===== src/rtl/cnn_run_sequencer.sv =====
// Run sequencer for the CNN layer engine: waits for image+weights loaded, steps
// every layer with a per-layer watchdog, then interrupts the CPU and clears the setting register.
module cnn_run_sequencer #(
  parameter int NUM_LAYERS     = 7,
  parameter int LAYER_W        = 3,
  parameter int TIMEOUT_CYCLES = 65535,
  parameter int TO_W           = 16
) (
  input  logic               clk,
  input  logic               rst,
  input  logic [1:0]         setting_done_condition,
  input  logic               layer_done,
  input  logic               irq_ack,
  output logic               layer_start,
  output logic [LAYER_W-1:0] layer_index,
  output logic               busy,
  output logic               cnn_done,
  output logic               timeout_err,
  output logic               irq,
  output logic               clear_setting
);

  typedef enum logic [2:0] {
    IDLE   = 3'd0,
    START  = 3'd1,
    WAIT   = 3'd2,
    NEXT   = 3'd3,
    FINISH = 3'd4,
    DONE   = 3'd5
  } state_t;

  localparam logic [LAYER_W-1:0] LAST_LAYER = LAYER_W'(NUM_LAYERS - 1);
  localparam logic [TO_W-1:0]    TO_LAST    = TO_W'(TIMEOUT_CYCLES - 1);

  state_t             state;
  state_t             state_nxt;
  logic [TO_W-1:0]    to_cnt;
  logic [TO_W-1:0]    to_cnt_nxt;
  logic [LAYER_W-1:0] layer_index_nxt;
  logic               cnn_done_nxt;
  logic               timeout_err_nxt;
  logic               irq_nxt;
  logic               layer_start_nxt;
  logic               busy_nxt;
  logic               clear_setting_nxt;

  always_ff @(posedge clk or negedge rst) begin
    if (!rst) begin
      state <= IDLE;
    end else begin
      state <= state_nxt;
    end
  end

  always_comb begin
    state_nxt         = state;
    to_cnt_nxt        = to_cnt;
    layer_index_nxt   = layer_index;
    cnn_done_nxt      = cnn_done;
    timeout_err_nxt   = timeout_err;
    irq_nxt           = irq;
    layer_start_nxt   = 1'b0;
    busy_nxt          = 1'b0;
    clear_setting_nxt = 1'b0;

    case (state)
      IDLE: begin
        // A pending interrupt blocks a new run until the CPU has acknowledged.
        if (setting_done_condition == 2'b11 && !irq) begin
          state_nxt = START;
        end
      end
      START: begin
        to_cnt_nxt = '0;
        state_nxt  = WAIT;
      end
      WAIT: begin
        // layer_done takes priority over the terminal count.
        if (layer_done) begin
          state_nxt = NEXT;
        end else if (to_cnt == TO_LAST) begin
          timeout_err_nxt = 1'b1;
          state_nxt       = FINISH;
        end else begin
          to_cnt_nxt = to_cnt + TO_W'(1);
        end
      end
      NEXT: begin
        if (layer_index == LAST_LAYER) begin
          cnn_done_nxt = 1'b1;
          state_nxt    = FINISH;
        end else begin
          layer_index_nxt = layer_index + LAYER_W'(1);
          state_nxt       = START;
        end
      end
      FINISH: begin
        state_nxt = DONE;
      end
      DONE: begin
        // layer_index stays on the last layer run until the CPU acknowledges.
        if (irq_ack) begin
          irq_nxt         = 1'b0;
          cnn_done_nxt    = 1'b0;
          timeout_err_nxt = 1'b0;
          layer_index_nxt = '0;
          state_nxt       = IDLE;
        end
      end
      default: begin
        state_nxt = IDLE;
      end
    endcase

    // Outputs are registered, so they are decoded from the state being entered.
    layer_start_nxt   = (state_nxt == START);
    busy_nxt          = (state_nxt inside {START, WAIT, NEXT, FINISH});
    clear_setting_nxt = (state_nxt == FINISH);
    if (state_nxt == FINISH) begin
      irq_nxt = 1'b1;
    end
  end

  always_ff @(posedge clk or negedge rst) begin
    if (!rst) begin
      to_cnt        <= '0;
      layer_index   <= '0;
      layer_start   <= 1'b0;
      busy          <= 1'b0;
      cnn_done      <= 1'b0;
      timeout_err   <= 1'b0;
      irq           <= 1'b0;
      clear_setting <= 1'b0;
    end else begin
      to_cnt        <= to_cnt_nxt;
      layer_index   <= layer_index_nxt;
      layer_start   <= layer_start_nxt;
      busy          <= busy_nxt;
      cnn_done      <= cnn_done_nxt;
      timeout_err   <= timeout_err_nxt;
      irq           <= irq_nxt;
      clear_setting <= clear_setting_nxt;
    end
  end

endmodule

===== config.mk =====
export PLATFORM = sky130hd
export DESIGN_NAME = cnn_run_sequencer
export DESIGN_NICKNAME = d
export VERILOG_FILES = /design/src/rtl/cnn_run_sequencer.sv
export SDC_FILE = /design/constraint.sdc
export NUM_CORES = 1
export LEC_CHECK = 0
export CAP_MARGIN = 20
export CORE_ASPECT_RATIO = 0.9
export CORE_MARGIN = 2
export CORE_UTILIZATION = 38
export DETAILED_ROUTE_END_ITERATION = 16
export GPL_TIMING_DRIVEN = 1
export PLACE_DENSITY = 0.57
export RECOVER_POWER = 25
export SETUP_SLACK_MARGIN = 0.4
export SLEW_MARGIN = 40
export SYNTH_ARGS = -nofsm -noshare
export SYNTH_HDL_FRONTEND = slang
export SYNTH_SLANG_ARGS = --single-unit
export TNS_END_PERCENT = 5

===== constraint.sdc =====
create_clock -name clk -period 6.1 [get_ports clk]
set_input_delay 0.61 -clock clk [delete_from_list [all_inputs] [get_ports clk]]
set_output_delay 0.61 -clock clk [all_outputs]
set_load 0.02 [all_outputs]

; ---- Yosys cells after proc, flatten, opt, wreduce, memory -nomap -nowiden
; Cells that the tools add are included.
[classes]
addsub = 2
eq_ne = 18
muxes = 20
reduce_logical = 14
[ops]
columns = operator, n
row1 = two-way mux 16 bit, 2
row2 = case mux 16 bit (2 select lines), 1
row3 = two-way mux 3 bit, 7
row4 = case mux 3 bit (6 select lines), 1
row5 = "adder 16 x 1 -> 16 bit, second input constant", 1
row6 = "== test 16 bit, second input constant", 1
row7 = "== test 3 x 2 -> 1 bit, second input constant", 4
row8 = "== test 3 bit, second input constant", 4
row9 = "inequality test 2 bit, second input constant", 6
row10 = nonzero test 2 bit, 5
row11 = AND reduction 3 bit, 3
row12 = "== test 3 x 1 -> 1 bit, second input constant", 2
row13 = two-way mux 1 bit, 6
row14 = case mux 3 bit (2 select lines), 1
row15 = case mux 1 bit (2 select lines), 2
row16 = AND reduction 4 bit, 1
row17 = nonzero test 4 bit, 1
row18 = "adder 3 x 1 -> 3 bit, second input constant", 1
row19 = zero test 3 bit, 1
row20 = "== test 2 bit, second input constant", 1
row21 = AND reduction 2 bit, 1
row22 = logical AND 1 bit, 1
row23 = zero test 1 bit, 1
[word_totals]
ff_bits = 28
in_bits = 6
out_inout_bits = 9
word_cells = 63

; ---- Depth between registers and ports, before layout
; Gate-level depths: netlist of run 1.
[depth]
ltp_word = 7
mapped_depth = 7
mapped_depth_nobuf = 6

; ---- Worst setup path after synthesis of run 1
; Ideal clock, no wire load.
[synth_timing]
kind = input to register
startpoint = input layer_done
endpoint = register to_cnt[10]
setup_time_ns = 0.078
arrival_ns = 2.048
required_ns = 6.022
path_slack_ns = 3.974
cell_stages = 4
n_path_buf = 0
path_cell_list = or3b_1 -> a2111o_1 -> or4_1 -> a21oi_1
[synth_via]
elab_chain_cells = 2
[synth_lines]
columns = element, line_no
row1 = "start, declared", 12  ; input logic layer_done,
row2 = inequality test 2 bit (no line), -
row3 = AND reduction 3 bit (no line), -
row4 = "end signal, assigned", 135  ; to_cnt <= to_cnt_nxt;
row5 = "end, declared", 37  ; logic [TO_W-1:0] to_cnt;
; Every way passes these cells.
; A chain may end at the register's enable or synchronous reset.

; ---- Final worst setup path of run 1
; Ends and elaborated chain as after synthesis.

==> results of run 1 <==
## flip-flops by register name (all words and copies together) (netlist names)
signal         flops
clear_setting      1
layer_index        3
busy               1
irq                1
timeout_err        1
layer_start        1
to_cnt            16
state              3
cnn_done           1
## where the power goes
| group | internal [mW] | leakage, nW | total, mW | switching (mW) |
|---|---|---|---|---|
| registers | 0.226 | 0.371 | 0.278 | 0.0522 |
| clock network | 0.0879 | 0.0357 | 0.147 | 0.0589 |
| logic | 0.102 | 0.344 | 0.226 | 0.124 |
| total | 0.416 | 0.750 | 0.651 | 0.235 |
## metal layers
metal	share of wire	GRT usage	up-vias
li1	-	-	645
met1	0.48	0.228	642
met2	0.46	0.251	38
met3	0.051	0.0473	4
met4	0.0085	0.0354	0
met5	0	0	-
## cell usage in the layout, fill, tap and decap left out, types with 2 or more instances in the layout
master,synthesis,routed
nor2_1,5,5
o21ai_0,8,8
o311ai_0,3,3
nand2_1,16,16
and3_1,6,6
nor2b_1,3,3
a31oi_1,4,4
mux2i_1,4,4
dfrtp_1,28,28
o41ai_1,2,2
nand4_1,6,6
clkbuf_8,0,3
nand3_1,12,12
inv_1,8,8
or4_1,5,5
nor3_1,4,4
a21oi_1,7,7
o31ai_1,4,4
or2_2,2,2
ha_1,4,4
clkdlybuf4s50_1,0,13
nor4_1,4,3
and2_1,2,2
nand2b_1,3,3
## area by class of cell
cell class                      count  area (µm²)  share of cell area
Inverter                            8        30.0              0.0167
Timing Repair Buffer               15         144              0.0801
Multi-Input combinational cell    121         792               0.441
Clock buffer                        3        41.3              0.0230
Clock inverter                      1        30.0              0.0167
Sequential cell                    28         701               0.390
Tap cell                           46        57.6              0.0321
## worst max-delay path, stage by stage
cell and delay [ns]:
clkdlybuf4s50_1 0.53, or3b_1 0.44, a2111o_1 0.47, or4_1 0.52, a21oi_1 0.16
## cells by family (layout without fill, tap and decap cells)
family / Yosys count / in the layout / synth area share
xor gates and xnor gates: 1 / 1 / 0.00571
and+or+nand+nor: 74 / 74 / 0.270
muxes: 4 / 4 / 0.0261
AOI/OAI and AO/OA: 38 / 38 / 0.175
DFF: 28 / 28 / 0.457
buffers and inverters: 12 / 27 / 0.0343
adders and majority gates: 4 / 4 / 0.0326
## per-stage QoR
stage               cell area (µm²)  hold WS, ns  setup slack, ns  power (mW)
detailed placement             1720        0.475             3.31       0.510
global route                   1800        0.513             3.49       0.701
global placement               1720        0.461             3.38       0.505
finish                         1800        0.491             3.58       0.651
CTS                            1790        0.499             3.61       0.660
floorplan                      1530        0.314             3.97       0.421
## path summary, 6_finish.rpt
kind                                  end  cells after the start
min                              cnn_done                      1
max in group asynchronous      to_cnt[15]                      2
min in group asynchronous  layer_index[1]                      2
max reg2reg                    to_cnt[10]                      4
max                            to_cnt[10]                      5
min reg2reg                      cnn_done                      1
==> flow_summary_export.csv, run 1 <==
group,metric,value,unit
status,outcome,"finished, violations left",
status,violations,"capacitance limit, slew limit",
power_and_ir_drop,leakage,0.750,nW
sta,finalCriticalPeriod,2.52,ns
layout,drive_above_1_share,0.0568,
floorplanning,core_area,3780,µm²
yosys,synth_area_leader_cell,"dfrtp_1",
yosys,syn_area,1530,µm²
power_and_ir_drop,power_density,363,nW/µm²
grt,grt_max_degree,29,
routing,drtAntennaViolNets,0,
setup_path,crit_start,"layer_done",
sta,slew_violations,29,
floorplanning,num_io_pins,15,
layout,diodes,0,
yosys,synth-edff-count,0,
placement,placement.io_buffers,14,
clocking,htree_num_levels,1,
placement,gp_congestion,0.843,
grt,overflow,0,
clocking,clkTransAtPathRegs,0.10,ns
yosys,synthCells,161,
yosys,yosys_most_used_dff,"dfrtp_1",
min_path,worstHoldStart,"cnn_done",
routing,num_vias,1329,
yosys,avgSynthCellArea,9.53,µm²
sta,grt_setup_unrepaired,"false",
power_and_ir_drop,max-vdd-ir-drop,0.141,mV
setup_path,timing.rr.start,"state[0]",
sta,max-slew-margin-rel,-0.00829,
placement,place_hpwl,2.44,mm
layout,final_util,0.475,
yosys,synth.distinct_cells,41,
yosys,synth_top_area_frac,0.457,
setup_path,required,6.30,ns
min_path,hold_path.class,"register to register",
setup_path,cp-start-kind,"input pin",
yosys,post-synth-top-count-cell,"dfrtp_1",
routing,drt-initial-drc-count,61,
routing,vias_per_cell,5.99,
clocking,cts_sinks,28,
yosys,yosys_warnings,0,
clocking,ctsResizeCount,0,
sta,fmax,397,MHz
placement,dp_cells,218,
clocking,cts_tree,"done",
yosys,synth_nets,171,
setup_path,crit_arrival,2.72,ns
clocking,hold_buffers,0,
sta,hold_viol,0,
setup_path,regToRegSetupSlack,3.90,ns
sta,fin_crit_sh,0.413,
setup_path,crit_fanout,6,
sta,skew,0.00648,ns
grt,grt_pass1_vias,1211,
layout,final_cell_count_no_fill,222,
yosys,ys_ff_latch,28,
setup_path,critical_path.endpoint_type,"register",
floorplanning,rows,21,
yosys,synth.area.top_cells,"dfrtp_1 (46%), nand3_1 (3.9%), nand2_1 (3.9%)",
grt,grt_usage,0.163,
routing,remaining_drc_errors,0,
yosys,synthArstFlopShare,1.00,
floorplanning,dieArea,4560,µm²
clocking,cts_buffers,3,
layout,fillers,380,
yosys,synth_commonest_cells,"dfrtp_1 (28), nand2_1 (16), nand3_1 (12)",
sta,setup_viol,0,
grt,grt_pass1_wl,5.98,mm
layout,fin_nets,187,
routing,wl,3.40,mm
floorplanning,start_util,0.405,
layout,syn2layout_area_growth,17.0,%
clocking,clock_path_buffers,2,
clocking,cts_setup_buffers,0,
floorplanning,fp.dieW,71.0,µm
clocking,clock_latency,0.28,ns
setup_path,setup.worst_path.class,"input pin to register",
sta,worst_pin_slew,1.51,ns
floorplanning,die_h,64.3,µm
clocking,clock-root-buffer,"clkbuf_8",
sta,tns,0,ns
routing,wire_per_inst,15.3,µm
flow_run,maxCapViolations,1,
routing,first_pass_iters,4,
yosys,ys_seq_area_frac,0.457,
grt,antenna_found_initial,0,
(Power assumes the default switching activity.)
==> run 2: changes to the inputs <==
- PLACE_DENSITY: 0.57 -> 0.59
- clock period: 6.1 -> 2.02 ns (I/O delays scaled with it)
==> run 2 against run 1 <==
Compared with the run above:
- count of clock-buffer cells in the layout unchanged
- non-clock buffer count increased by 29
- the run now ends clean
- critical path depth is 1 lower
- power grew to 3.3 times the previous value
- die area did not move
- clock power rose to 3.1 times the previous value
- global-route usage increased by 1.8 points
- routed wire length increased by 17%
- worst setup slack worse by 3.4 ns
- register-to-register slack got worse by 3.7 ns
==> flow_summary_export.csv, run 2 (same netlist as run 1, synthesis figures left out) <==
group,metric,value,unit
placement,gp_congestion,0.811,
layout,fin_nets,216,
clocking,clock-root-buffer,"clkbuf_8",
layout,mostFrequentLayoutCell,"buf_4",
min_path,hold_path.class,"input pin to asynchronous set/reset pin",
setup_path,cp_slowest_cell,"a2111o_1",
layout,fin_area,2040,µm²
clocking,cts_tree,"done",
sta,grt_setup_unrepaired,"true",
grt,overflow,0,
routing,remaining_drc_errors,0,
setup_path,crit_arrival,2.08,ns
sta,worst_pin_slew,0.730,ns
power_and_ir_drop,max-vdd-ir-drop,0.384,mV
setup_path,crit_fanout,6,
setup_path,critPathTopFamily,"simple AND/OR/NAND/NOR gates",
floorplanning,start_util,0.405,
flow_run,maxCapViolations,0,
layout,regMostFlops,"to_cnt",
routing,wire_per_inst,15.9,µm
setup_path,slowest_delay,0.50,ns
power_and_ir_drop,power,2.14,mW
clocking,cts_sinks,28,
setup_path,cp-start-kind,"register",
clocking,clock_path_buffers,2,
floorplanning,num_io_pins,15,
placement,place_area,1840,µm²
routing,wl,4.00,mm
floorplanning,core_area,3780,µm²
layout,syn2layout_area_growth,33.2,%
placement,placement.io_buffers,14,
layout,final_cell_mix,"buf_4 (29), dfrtp_1 (27), nand2_1 (16), clkdlybuf4s50_1 (13), nand3_1 (12)",
sta,max-slew-margin-rel,0.513,
sta,hold_ws,0.488,ns
sta,setup_viol,0,
setup_path,critical_path.endpoint_type,"register",
setup_path,r2r-end,"to_cnt[15]",
setup_path,timing.rr.start,"to_cnt[8]",
power_and_ir_drop,leakage,0.895,nW
setup_path,crit_buf_inv,0,
power_and_ir_drop,power_density,1050,nW/µm²
setup_path,setup.worst_path.class,"register to register",
sta,hold_viol,0,
clocking,htree_num_levels,1,
routing,first_pass_iters,6,
setup_path,reg2reg_depth,4,
layout,reg.largest.list,"to_cnt (16), layer_index (3), state (3)",
setup_path,regToRegSetupSlack,0.17,ns
grt,antenna_found_initial,0,
clocking,clock_latency,0.29,ns
placement,place_hpwl,2.73,mm
layout,diodes,0,
grt,grt_usage,0.182,
status,outcome,"finished clean",
routing,num_vias,1433,
layout,drive_above_1_share,0.215,
sta,fin_crit_sh,0.918,
floorplanning,dieArea,4560,µm²
routing,drtAntennaViolNets,0,
setup_path,required,2.25,ns
floorplanning,die_h,64.3,µm
grt,grt_pass1_wl,6.62,mm
clocking,cts_buffers,3,
routing,vias_per_cell,5.71,
clocking,clkTransAtPathRegs,0.11,ns
sta,tns,0,ns
grt,grt_pass1_vias,1385,
clocking,hold_buffers,0,
grt,grt_max_degree,29,
routing,drt-initial-drc-count,77,
sta,skew,0.0139,ns
floorplanning,fp.dieW,71.0,µm
sta,fmax,539,MHz
layout,largest_reg_flops,16,
sta,slew_violations,0,
setup_path,path_cells,"nand4_1, a2111o_1, or4_4, a21oi_2",
sta,finalCriticalPeriod,1.85,ns
floorplanning,rows,21,
==> run 2: repair_timing <==
item / CTS / global route
endpoints found under the hold margin: 0 / 0
resized for setup: 2 / 7
setup buffers: 4 / 8
pin swaps: 2 / 5
endpoints found under the setup margin: 19 / 22
==> run 2: worst max path at each step <==
stage / cells past startpoint / slack [ns] / start / end
3_5_place_dp: 5 / -0.15 / layer_done / to_cnt[15]
2_1_floorplan: 5 / 0.12 / state[0] / to_cnt[15]
6_report: 4 / 0.17 / to_cnt[8] / to_cnt[15]
4_1_cts: 4 / 0.14 / state[0] / to_cnt[15]
5_1_grt: 5 / 0.06 / to_cnt[8] / to_cnt[15]
3_3_place_gp: 5 / -0.11 / layer_done / to_cnt[15]
==> run 2: area by class of cell <==
type,instances,area [µm²]
Clock buffer,3,41.3
Clock inverter,1,30.0
Fill cell,344,1740
Timing Repair Buffer,44,363
Tap cell,46,57.6
Multi-Input combinational cell,121,820
Inverter,8,30.0
Sequential cell,28,702
==> run 2: per-layer routing <==
| layer | GRT usage | wire [µm] | vias to the layer above |
|---|---|---|---|
| met4 | 0.0283 | 34 | 0 |
| li1 | - | - | 699 |
| met2 | 0.304 | 1910 | 36 |
| met1 | 0.244 | 1890 | 694 |
| met3 | 0.0426 | 162 | 4 |
| met5 | 0 | 0 | - |
==> run 2: stage by stage <==
| stage | cells | worst slack, ns | util |
|---|---|---|---|
| 6_report | 251 | 0.166 | 0.540 |
| 5_1_grt | 251 | 0.0614 | 0.540 |
| 4_1_cts | 243 | 0.141 | 0.516 |
| 3_5_place_dp | 235 | -0.146 | 0.487 |
| 3_3_place_gp | 235 | -0.110 | 0.487 |
| 2_1_floorplan | 161 | 0.120 | - |
==> run 2: power breakdown <==
| part | leakage (nW) | switching (mW) | internal (mW) | total, mW |
|---|---|---|---|---|
| registers | 0.370 | 0.0991 | 0.683 | 0.783 |
| clock network | 0.0357 | 0.192 | 0.266 | 0.458 |
| logic | 0.490 | 0.482 | 0.419 | 0.901 |
| total | 0.895 | 0.773 | 1.37 | 2.14 |
==> run 2: worst register-to-register path: cells and delay by family (launching register included) <==
kind,cells,cell delay [ns]
simple gates,2,0.76
compound gates,2,0.62
flops,1,0.42
==> run 3: changes to the inputs <==
- ABC_CLOCK_PERIOD_IN_PS: default -> 2020
==> results of run 3 <==
The final DEF is identical to that of run 2; final timing and power are the same.
